## src/rtl/elevator_pkg.sv

```systemverilog
// Shared types and helpers for the elevator car controller.
package elevator_pkg;

    // Controller states.
    typedef enum logic [1:0] {
        IDLE   = 2'd0,
        MOVING = 2'd1,
        DOOR   = 2'd2
    } state_t;

    // Default number of floors served by the car.
    localparam int DEFAULT_BUTTONS_WIDTH = 8;

    // Width of a floor index; a two-floor building still needs one bit.
    function automatic int floor_width(input int floors);
        return (floors <= 2) ? 1 : $clog2(floors);
    endfunction

endpackage

```

## src/rtl/elevator_req_scan.sv

```systemverilog
// Combinational request scan: requests at a given floor and whether any
// request exists strictly above or strictly below it.
module elevator_req_scan
    import elevator_pkg::*;
#(
    parameter int BUTTONS_WIDTH = DEFAULT_BUTTONS_WIDTH,
    parameter int FW            = floor_width(BUTTONS_WIDTH)
) (
    input  logic [BUTTONS_WIDTH-1:0] in_levels,
    input  logic [BUTTONS_WIDTH-1:0] up_levels,
    input  logic [BUTTONS_WIDTH-1:0] down_levels,
    input  logic [FW-1:0]            idx,
    output logic                     in_here,
    output logic                     up_here,
    output logic                     down_here,
    output logic                     above,
    output logic                     below
);

    // Walk every floor once, sorting its requests into here/above/below.
    // An index past the top floor simply matches nothing.
    always_comb begin
        in_here   = 1'b0;
        up_here   = 1'b0;
        down_here = 1'b0;
        above     = 1'b0;
        below     = 1'b0;
        for (int i = 0; i < BUTTONS_WIDTH; i++) begin
            if (i == int'(idx)) begin
                in_here   = in_levels[i];
                up_here   = up_levels[i];
                down_here = down_levels[i];
            end else if (i > int'(idx)) begin
                above = above | in_levels[i] | up_levels[i] | down_levels[i];
            end else begin
                below = below | in_levels[i] | up_levels[i] | down_levels[i];
            end
        end
    end

endmodule

```

## src/rtl/elevator_ctrl.sv

```systemverilog
// Collective (SCAN) elevator car controller. Serves latched requests from
// buttons_res, times travel and door dwell with one shared down-counter and
// returns one-cycle clear pulses for every request it serves.
module elevator_ctrl
    import elevator_pkg::*;
#(
    parameter int BUTTONS_WIDTH = DEFAULT_BUTTONS_WIDTH,
    parameter int TRAVEL_CYCLES = 100,
    parameter int DOOR_CYCLES   = 300,
    parameter int FW            = floor_width(BUTTONS_WIDTH)
) (
    input  logic                     clk,
    input  logic                     reset,
    input  logic [BUTTONS_WIDTH-1:0] active_in_levels,
    input  logic [BUTTONS_WIDTH-2:0] active_out_up_levels,
    input  logic [BUTTONS_WIDTH-1:1] active_out_down_levels,
    output logic [BUTTONS_WIDTH-1:0] inactivate_in_levels,
    output logic [BUTTONS_WIDTH-2:0] inactivate_out_up_levels,
    output logic [BUTTONS_WIDTH-1:1] inactivate_out_down_levels,
    output logic [FW-1:0]            floor,
    output logic                     dir_up,
    output logic                     moving,
    output logic                     door_open
);

    localparam int MAX_CYCLES = (TRAVEL_CYCLES > DOOR_CYCLES) ? TRAVEL_CYCLES : DOOR_CYCLES;
    localparam int TW         = $clog2(MAX_CYCLES + 1);

    localparam logic [TW-1:0] TRAVEL_LOAD = TW'(TRAVEL_CYCLES - 1);
    localparam logic [TW-1:0] DOOR_LOAD   = TW'(DOOR_CYCLES - 1);
    localparam logic [FW-1:0] TOP_FLOOR   = FW'(BUTTONS_WIDTH - 1);

    state_t            state;
    state_t            state_nxt;
    logic [FW-1:0]     floor_nxt;
    logic              dir_nxt;
    logic [TW-1:0]     timer;
    logic [TW-1:0]     timer_nxt;

    // Which request bits to pulse next cycle, and at which floor.
    logic              clr_in;
    logic              clr_up;
    logic              clr_dn;
    logic [FW-1:0]     clr_floor;

    // Requests with the bits pulsed this cycle masked: buttons_res drops
    // them one cycle after the pulse, so they must not be served twice.
    logic [BUTTONS_WIDTH-1:0] eff_in;
    logic [BUTTONS_WIDTH-1:0] eff_up;
    logic [BUTTONS_WIDTH-1:0] eff_dn;

    logic [FW-1:0]     next_floor;

    logic              c_in, c_up, c_dn, c_above, c_below, c_any;
    logic              n_in, n_up, n_dn, n_above, n_below;
    logic              n_stop, n_ahead;

    logic              want_up;
    logic              hc_up;
    logic              hc_dn;
    logic              hc_dir;

    assign eff_in = active_in_levels & ~inactivate_in_levels;
    assign eff_up = {1'b0, active_out_up_levels & ~inactivate_out_up_levels};
    assign eff_dn = {active_out_down_levels & ~inactivate_out_down_levels, 1'b0};

    // Floor the car reaches at the end of the current travel interval.
    assign next_floor = dir_up ? ((floor == TOP_FLOOR) ? floor : floor + FW'(1))
                               : ((floor == '0)        ? floor : floor - FW'(1));

    elevator_req_scan #(
        .BUTTONS_WIDTH (BUTTONS_WIDTH),
        .FW            (FW)
    ) u_scan_cur (
        .in_levels   (eff_in),
        .up_levels   (eff_up),
        .down_levels (eff_dn),
        .idx         (floor),
        .in_here     (c_in),
        .up_here     (c_up),
        .down_here   (c_dn),
        .above       (c_above),
        .below       (c_below)
    );

    elevator_req_scan #(
        .BUTTONS_WIDTH (BUTTONS_WIDTH),
        .FW            (FW)
    ) u_scan_nxt (
        .in_levels   (eff_in),
        .up_levels   (eff_up),
        .down_levels (eff_dn),
        .idx         (next_floor),
        .in_here     (n_in),
        .up_here     (n_up),
        .down_here   (n_dn),
        .above       (n_above),
        .below       (n_below)
    );

    assign c_any   = c_in | c_up | c_dn;
    assign n_stop  = dir_up ? (n_in | n_up | (n_dn & ~n_above))
                            : (n_in | n_dn | (n_up & ~n_below));
    assign n_ahead = dir_up ? n_above : n_below;

    // Hall bits to clear when the door opens at the current floor: the
    // direction the car will continue in wins; both clear when nothing
    // else is pending anywhere.
    always_comb begin
        hc_up   = 1'b0;
        hc_dn   = 1'b0;
        hc_dir  = dir_up;
        want_up = dir_up ? (c_above | ~c_below) : (c_above & ~c_below);
        if (c_up && c_dn) begin
            if (!c_above && !c_below) begin
                hc_up = 1'b1;
                hc_dn = 1'b1;
            end else if (want_up) begin
                hc_up  = 1'b1;
                hc_dir = 1'b1;
            end else begin
                hc_dn  = 1'b1;
                hc_dir = 1'b0;
            end
        end else if (c_up) begin
            hc_up  = 1'b1;
            hc_dir = 1'b1;
        end else if (c_dn) begin
            hc_dn  = 1'b1;
            hc_dir = 1'b0;
        end
    end

    // Next-state, position, direction, timer and clear-pulse decisions.
    always_comb begin
        state_nxt = state;
        floor_nxt = floor;
        dir_nxt   = dir_up;
        timer_nxt = timer;
        clr_in    = 1'b0;
        clr_up    = 1'b0;
        clr_dn    = 1'b0;
        clr_floor = floor;
        case (state)
            IDLE: begin
                if (c_any) begin
                    state_nxt = DOOR;
                    timer_nxt = DOOR_LOAD;
                    clr_in    = c_in;
                    clr_up    = hc_up;
                    clr_dn    = hc_dn;
                    dir_nxt   = hc_dir;
                end else if (c_above && (dir_up || !c_below)) begin
                    state_nxt = MOVING;
                    timer_nxt = TRAVEL_LOAD;
                    dir_nxt   = 1'b1;
                end else if (c_below) begin
                    state_nxt = MOVING;
                    timer_nxt = TRAVEL_LOAD;
                    dir_nxt   = 1'b0;
                end
            end
            MOVING: begin
                if (timer != '0) begin
                    timer_nxt = timer - TW'(1);
                end else begin
                    floor_nxt = next_floor;
                    clr_floor = next_floor;
                    if (n_stop) begin
                        state_nxt = DOOR;
                        timer_nxt = DOOR_LOAD;
                        clr_in    = n_in;
                        if (dir_up) begin
                            if (n_up) begin
                                clr_up = 1'b1;
                            end else if (n_dn && !n_above) begin
                                clr_dn  = 1'b1;
                                dir_nxt = 1'b0;
                            end
                        end else begin
                            if (n_dn) begin
                                clr_dn = 1'b1;
                            end else if (n_up && !n_below) begin
                                clr_up  = 1'b1;
                                dir_nxt = 1'b1;
                            end
                        end
                    end else if (n_ahead) begin
                        timer_nxt = TRAVEL_LOAD;
                    end else begin
                        state_nxt = IDLE;
                    end
                end
            end
            DOOR: begin
                if (c_any) begin
                    timer_nxt = DOOR_LOAD;
                    clr_in    = c_in;
                    clr_up    = hc_up;
                    clr_dn    = hc_dn;
                    dir_nxt   = hc_dir;
                end else if (timer != '0) begin
                    timer_nxt = timer - TW'(1);
                end else begin
                    state_nxt = IDLE;
                end
            end
            default: begin
                state_nxt = IDLE;
                timer_nxt = '0;
            end
        endcase
    end

    // State register plus registered outputs and one-hot clear pulses.
    always_ff @(posedge clk or posedge reset) begin
        if (reset) begin
            state                      <= IDLE;
            floor                      <= '0;
            dir_up                     <= 1'b1;
            timer                      <= '0;
            moving                     <= 1'b0;
            door_open                  <= 1'b0;
            inactivate_in_levels       <= '0;
            inactivate_out_up_levels   <= '0;
            inactivate_out_down_levels <= '0;
        end else begin
            state     <= state_nxt;
            floor     <= floor_nxt;
            dir_up    <= dir_nxt;
            timer     <= timer_nxt;
            moving    <= (state_nxt == MOVING);
            door_open <= (state_nxt == DOOR);
            for (int i = 0; i < BUTTONS_WIDTH; i++) begin
                inactivate_in_levels[i] <= clr_in && (int'(clr_floor) == i);
            end
            for (int i = 0; i < BUTTONS_WIDTH - 1; i++) begin
                inactivate_out_up_levels[i] <= clr_up && (int'(clr_floor) == i);
            end
            for (int i = 1; i < BUTTONS_WIDTH; i++) begin
                inactivate_out_down_levels[i] <= clr_dn && (int'(clr_floor) == i);
            end
        end
    end

endmodule

```

## config.mk

```make
export PLATFORM = sky130hd
export DESIGN_NAME = elevator_ctrl
export DESIGN_NICKNAME = d
export VERILOG_FILES = /design/src/rtl/elevator_pkg.sv /design/src/rtl/elevator_req_scan.sv /design/src/rtl/elevator_ctrl.sv
export SDC_FILE = /design/constraint.sdc
export NUM_CORES = 1
export LEC_CHECK = 0
export CORE_MARGIN = 5
export CORE_UTILIZATION = 55
export DETAILED_ROUTE_END_ITERATION = 16
export GPL_TIMING_DRIVEN = 0
export PLACE_DENSITY = 0.81
export SETUP_SLACK_MARGIN = 0.05
export SYNTH_ARGS = -nofsm -noshare
export SYNTH_HDL_FRONTEND = slang
export SYNTH_HIERARCHICAL = 1
export SYNTH_SLANG_ARGS = --single-unit
```

## constraint.sdc

```tcl
create_clock -name clk -period 4.5 [get_ports clk]
set_input_delay 0.9 -clock clk [delete_from_list [all_inputs] [get_ports clk]]
set_output_delay 0.9 -clock clk [all_outputs]
set_load 0.05 [all_outputs]
```

; ---- Yosys cells after proc, flatten, opt, wreduce, memory -nomap -nowiden
; Index checks and enable logic that the tools add are counted.
[totals]
wordCells = 369
reg_bits = 39
out_inout_bits = 28
[classes]
n_reduce_logical = 42
addsub = 3
mux = 173
bitwise = 96
n_eq_ne = 32
magnitude_cmp = 14
[ops]
columns = op, n
row1 = $mux W1, 146
row2 = $or A1 B1 Y1, 84
row3 = $mux W9, 8
row4 = $logic_and A1 B1 Y1, 27
row5 = $pmux W9 S3, 1
row6 = $eq A3 B3 Y1 const A, 8
row7 = $gt A3 B3 Y1 const A, 8
row8 = $mux W2, 8
row9 = $eq A3 B3 Y1 const B, 5
row10 = $mux W3, 5
row11 = $and A7 B7 Y7, 2
row12 = $not A7 Y7, 2
row13 = $eq A2 B3 Y1 const A, 4
row14 = $gt A2 B3 Y1 const A, 4
row15 = $logic_not A3 Y1, 4
row16 = $reduce_bool A9 Y1, 1
row17 = $sub A9 B1 Y9 const B, 1
row18 = $and A8 B8 Y8, 1
row19 = $ne A4 B4 Y1 const B, 2
row20 = $not A8 Y8, 1
row21 = $eq A1 B3 Y1 const A, 2
row22 = $eq A3 B2 Y1 const B, 2
row23 = $gt A1 B3 Y1 const A, 2
row24 = $ne A2 B2 Y1 const B, 3
row25 = other kinds (18), 29

; ---- Logic depth before layout (Yosys ltp)
; Gate-level depths: netlist of run 1.
[logic_depth]
word_depth = 48
depth_mapped = 17

; ---- By module
; Netlist of run 1, hierarchy kept.
[by_module_without_submodules]
columns = mod, cells_each, seq_area_each_um2, area_each_um2, n_inst
row1 = elevator_ctrl, 276, 977.2, 2536.2, 1
row2 = elevator_req_scan, 52, 0.0, 419.2, 2

; ---- Worst setup path after synthesis of run 1
; No wires, ideal clock.
[synth_timing]
kind = register to register
start = reg floor[1]
end = reg timer[4]
stages_incl_launch_ff = 17
period_less_slack_ns = 4.247
required_ns = 4.378
n_path_buf = 2
path_slack_ns = 0.253
arrival_time_ns = 4.126
setup_time_ns = 0.122
cell_sequence = dfrtp_1 > inv_1 > ha_1 > ha_1 > nand2b_1 > and2_1 > xnor2_1 > inv_1 > buf_2 > mux4_2 > mux2_2 > clkbuf_2 > nor4b_1 > a32oi_1 > o21ai_2 > nor2_1 > a32o_1
[synth_via]
elab_cells_between_ends = 240
classes_between = add/sub (2) / order compare (14) / eq/ne (18) / mux (115) / bitwise (84) / reduce/logical (7)
[synth_lines]
columns = item, line
row1 = "start, declared", elevator_ctrl.sv:20  ; output logic [FW-1:0] floor,
row2 = "start signal, assigned", elevator_ctrl.sv:229  ; floor <= floor_nxt;
row3 = $eq A3 B3 Y1 / $logic_not A3 Y1 (equally long branches), "elevator_ctrl.sv:68, elevator_ctrl.sv:69"
row4 = "$mux W3, on equally long branches", "elevator_ctrl.sv:68, elevator_ctrl.sv:69"
row5 = $mux W3 *, elevator_ctrl.sv:68  ; assign next_floor = dir_up ? ((floor == TOP_FLOOR) ? floor : floor + FW'(1))
row6 = via next_floor[0], elevator_ctrl.sv:52  ; logic [FW-1:0] next_floor;
row7 = $logic_not A3 Y1, elevator_req_scan.sv:29  ; if (i == int'(idx)) begin
row8 = $mux W1 (7 in a row), elevator_req_scan.sv:29
row9 = $mux W1 *, elevator_req_scan.sv:29
row10 = via n_up, elevator_ctrl.sv:55  ; logic n_in, n_up, n_dn, n_above, n_below;
row11 = $and A1 B1 Y1 / $or A1 B1 Y1 (equally long branches), "elevator_ctrl.sv:103, elevator_ctrl.sv:102"
row12 = "$or A1 B1 Y1, on equally long branches", "elevator_ctrl.sv:103, elevator_ctrl.sv:102"
row13 = $mux W1 *, elevator_ctrl.sv:102  ; assign n_stop = dir_up ? (n_in | n_up | (n_dn & ~n_above))
row14 = $mux W9, elevator_ctrl.sv:169  ; if (n_stop) begin
row15 = $mux W9, elevator_ctrl.sv:164  ; if (timer != '0) begin
row16 = $pmux W9 S3, elevator_ctrl.sv:144  ; case (state)
row17 = "end signal, assigned", elevator_ctrl.sv:231  ; timer <= timer_nxt;
row18 = "end, declared", elevator_ctrl.sv:37  ; logic [TW-1:0] timer;
; The timed path passes the listed nets; every way through them passes the cells marked *.
; A chain may end at the register's enable or synchronous reset.

; ---- Worst setup path after layout of run 1
[layout_timing]
start = in active_in_levels[5]
end = reg timer[2]
[layout_via]
elab_cells_between_ends = 88
classes_between = eq/ne (3) / mux (38) / bitwise (43) / reduce/logical (4)
[layout_lines]
columns = item, line
row1 = "start, declared", elevator_ctrl.sv:14  ; input logic [BUTTONS_WIDTH-1:0] active_in_levels,
row2 = $and A8 B8 Y8 *, elevator_ctrl.sv:63  ; assign eff_in = active_in_levels & ~inactivate_in_levels;
row3 = via eff_in[5], elevator_ctrl.sv:48  ; logic [BUTTONS_WIDTH-1:0] eff_in;
row4 = $mux W1 * (3 in a row), elevator_req_scan.sv:29
row5 = via c_in, elevator_ctrl.sv:54  ; logic c_in, c_up, c_dn, c_above, c_below, c_any;
row6 = $or A1 B1 Y1 * (2 in a row), elevator_ctrl.sv:101  ; assign c_any = c_in | c_up | c_dn;
row7 = $ne A4 B4 Y1 (no line) (tied with other cells), n/a
row8 = $reduce_and A3 Y1 (no line) / $pmux W9 S3 (equally long branches), n/a
; Marks and branches as above.

==> results of run 1 <==
==> timing repair <==
item / in CTS / in global routing
setup endpoints to repair: 6 / 19
hold buffers: 0 / 0
buffers inserted: 0 / 4
gates cloned: 0 / 0
resized for setup: 2 / 6
pin swaps: 0 / 2
==> path summary, 6_finish.rpt <==
path	startpoint	endpoint	slack, ps
worst max-delay path	active_in_levels[5]	timer[2]$_DFFE_PP0P_	310
worst min-delay path	timer[1]$_DFFE_PP0P_	timer[1]$_DFFE_PP0P_	540
worst max register to register	floor[0]$_DFF_PP0_	timer[4]$_DFFE_PP0P_	380
worst min register to register	timer[1]$_DFFE_PP0P_	timer[1]$_DFFE_PP0P_	540
max in group asynchronous	reset	floor[1]$_DFF_PP0_	2800
min in group asynchronous	reset	inactivate_out_down_levels[1]$_DFF_PP0_	1110
==> critical path, cell delays in order <==
cell and delay, ps:
clkdlybuf4s50_1 460, nor2b_1 530, nand3b_1 140, a21boi_0 270
o22ai_1 130, a32oi_1 520, nor3_1 160, clkbuf_1 260
a32oi_1 390, o21a_1 240, o21ai_0 110, a22o_1 250
==> kinds of logic after synthesis <==
group	synth area share, %
simple gates	29.81
compound gates	23.43
buf+inv	5.561
flops	28.96
mux	7.897
fa+ha+maj	3.708
xor+xnor	0.5192
other cells	0.1111
==> layout make-up <==
cell class	instances	area [um^2]
Tap cell	75	93.84
Inverter	23	86.33
Clock inverter	3	46.29
Clock buffer	5	68.82
Buffer	17	102.6
Fill cell	477	1775
Sequential cell	39	979.7
Multi-Input combinational cell	308	2262
Timing Repair Buffer	55	540.5
==> report_power, final <==
part | leakage, nW | internal (W) | switching, W
logic | 1.07 | 0.000493 | 0.000766
registers | 0.516 | 0.000414 | 0.0000687
clock network | 0.0548 | 0.000167 | 0.000136
==> stage by stage <==
step                      hold WS, ps  total power, W  worst slack [ps]  instances
after global placement          509.7        0.001664             39.38        513
after CTS                       548.1        0.002007             136.1        521
after global routing            606.0        0.002188             87.68        525
final                           542.3        0.002045             312.8        525
after floorplan                 485.3        0.001399             252.6        387
after detailed placement        530.9        0.001691            -23.85        513
==> cell usage in the layout (no fill, tap or decap), types with 8 or more instances in the layout <==
master	instances
a21oi_1	12
clkdlybuf4s50_1	51
conb_1	8
dfrtp_1	36
ha_1	10
inv_1	20
mux4_2	8
nand2_1	20
nand3_1	12
nor2_1	41
nor2b_1	30
nor3_1	15
nor3_2	8
o21ai_0	25
o31ai_1	8
==> flip-flops by register name (all words and copies together), names as in the netlist <==
signal,count
state,2
moving,1
timer,9
inactivate_in_levels,8
floor,3
inactivate_out_down_levels,7
door_open,1
inactivate_out_up_levels,7
dir_up,1
==> per-layer routing <==
metal  track usage [%]  routed length (um)
met1             37.32                4323
met2             43.30                4654
met3             4.376                 690
met4             9.341                 247
met5                 0                   0
==> flow_metrics.py, run 1 <==
metrics = {
    "hold_path": {
        "hp-class": "reg -> reg",
        "hold_depth": 2,
    },
    "detailed_routing": {
        "wl_per_cell_um": 18.89,
        "drt_iter0_drc": 342,
        "routed_wl_mm": 9.916,
        "num_vias": 3323,
        "dr.pass1.iters": 5,
        "drc": 0,
        "ant_nets": 0,
        "via_per_inst": 6.330,
    },
    "cells_and_area": {
        "fin_nets": 483,
        "antennaDiodeCount": 0,
        "areaGrowthSynthToFinish_pct": 23.88,
        "final_cell_area_um2": 4180,
        "final_layout_size_suffix_gt1_share_pct": 16.22,
        "utilization_pct": 70.19,
    },
    "flow_run": {
        "cap_violations": 0,
    },
    "placement": {
        "placed_area_um2": 4005,
        "dp_hpwl_mm": 7.707,
        "place_congestion": 0.9746,
        "io_buffers": 51,
    },
    "cts": {
        "clk_pin_slew_ps": 80,
        "cts_tree": "built",
        "cts_sinks": 39,
        "ctsRootBufferMaster": "clkbuf_8",
        "h-tree-depth": 2,
        "numCtsBuffers": 5,
        "worstSkewPairLatency_ps": 300,
        "clk_path_buf_depth": 2,
    },
    "critical_path": {
        "cp.required_ps": 4680,
        "critPathCaptureType": "register",
        "r2r_cells": 16,
        "critPathLaunchType": "input port",
        "crit_arrival_ps": 4370,
        "critical_path_peak_fanout": 10,
        "critical_path_class": "in -> reg",
    },
    "timing": {
        "rsz0062_at_grt": "false",
        "final.setup.tns_ps": 0,
        "drv_slew": 0,
        "tightest_slew_ps": 823.5,
        "finalCritPeriodShare_pct": 93.05,
        "timing.fmax_mhz": 238.8,
        "finalHoldViolCount": 0,
        "slew_headroom_pct": 45.02,
        "setup_viol": 0,
        "clock_skew_ps": 13.42,
        "finalCriticalPeriod_ps": 4187,
    },
    "power_and_ir_drop": {
        "ir_drop_uv": 404.7,
        "p_per_area_nw_per_um2": 489.2,
        "p_leak_nw": 1.640,
    },
    "floorplanning": {
        "fp.dieH_um": 88.33,
        "num_io_pins": 52,
        "rows": 28,
        "die_area_um2": 7802,
        "die_x_um": 88.33,
        "start_util_pct": 56.66,
        "fp.coreArea_um2": 5956,
    },
    "logic_synthesis": {
        "synth_warnings": 6,
        "synth-seq-cells": 39,
        "synth.top_cells.by_area": "dfrtp_1 28%, nor2b_1 5.6%, mux4_2 5.3%",
        "synth_enable_flop_cells": 0,
        "avgSynthCellArea_um2": 8.880,
        "ys.flop_type": "dfrtp_1",
        "syn-cell-area_um2": 3374,
        "postSynthCellCount": 380,
        "synth_most_common_cell": "nor2_1",
        "synth_cell_type_count": 64,
        "ys_seq_area_share_pct": 28.96,
        "synth_top_cell_by_area": "dfrtp_1",
        "synthArstFlopShare_pct": 100.0,
        "synth_top_area_share_pct": 28.18,
        "ys_top_cells_by_count": "41 x nor2_1, 38 x dfrtp_1, 30 x nor2b_1",
    },
    "global_routing": {
        "grt_start_max_net_pins": 40,
        "antenna_found_initial": 0,
        "grt_first_pass_wirelength_mm": 16.40,
        "grt.total_usage_pct": 27.05,
        "grt_pass1_vias": 3221,
        "grt_overflow": 0,
    },
    "status": {
        "outcome": "finished clean",
    },
}
Note: power is estimated with default switching activity, not from simulation.
==> run 2, diff against run 1 <==
==> constraint.sdc (replaced) <==
create_clock -name clk -period 4.5 [get_ports clk]
set_input_delay 0.675 -clock clk [delete_from_list [all_inputs] [get_ports clk]]
set_output_delay 0.675 -clock clk [all_outputs]
set_load 0.05 [all_outputs]
==> results of run 2 <==
Same layout as run 1 (identical final DEF). Status: finished clean.
Among the figures that moved: setup slack after layout 312.8 ps -> 375.7 ps; start point of the critical path active_in_levels[5] -> floor[0]$_DFF_PP0_; end point of the critical path timer[2]$_DFFE_PP0P_ -> timer[4]$_DFFE_PP0P_
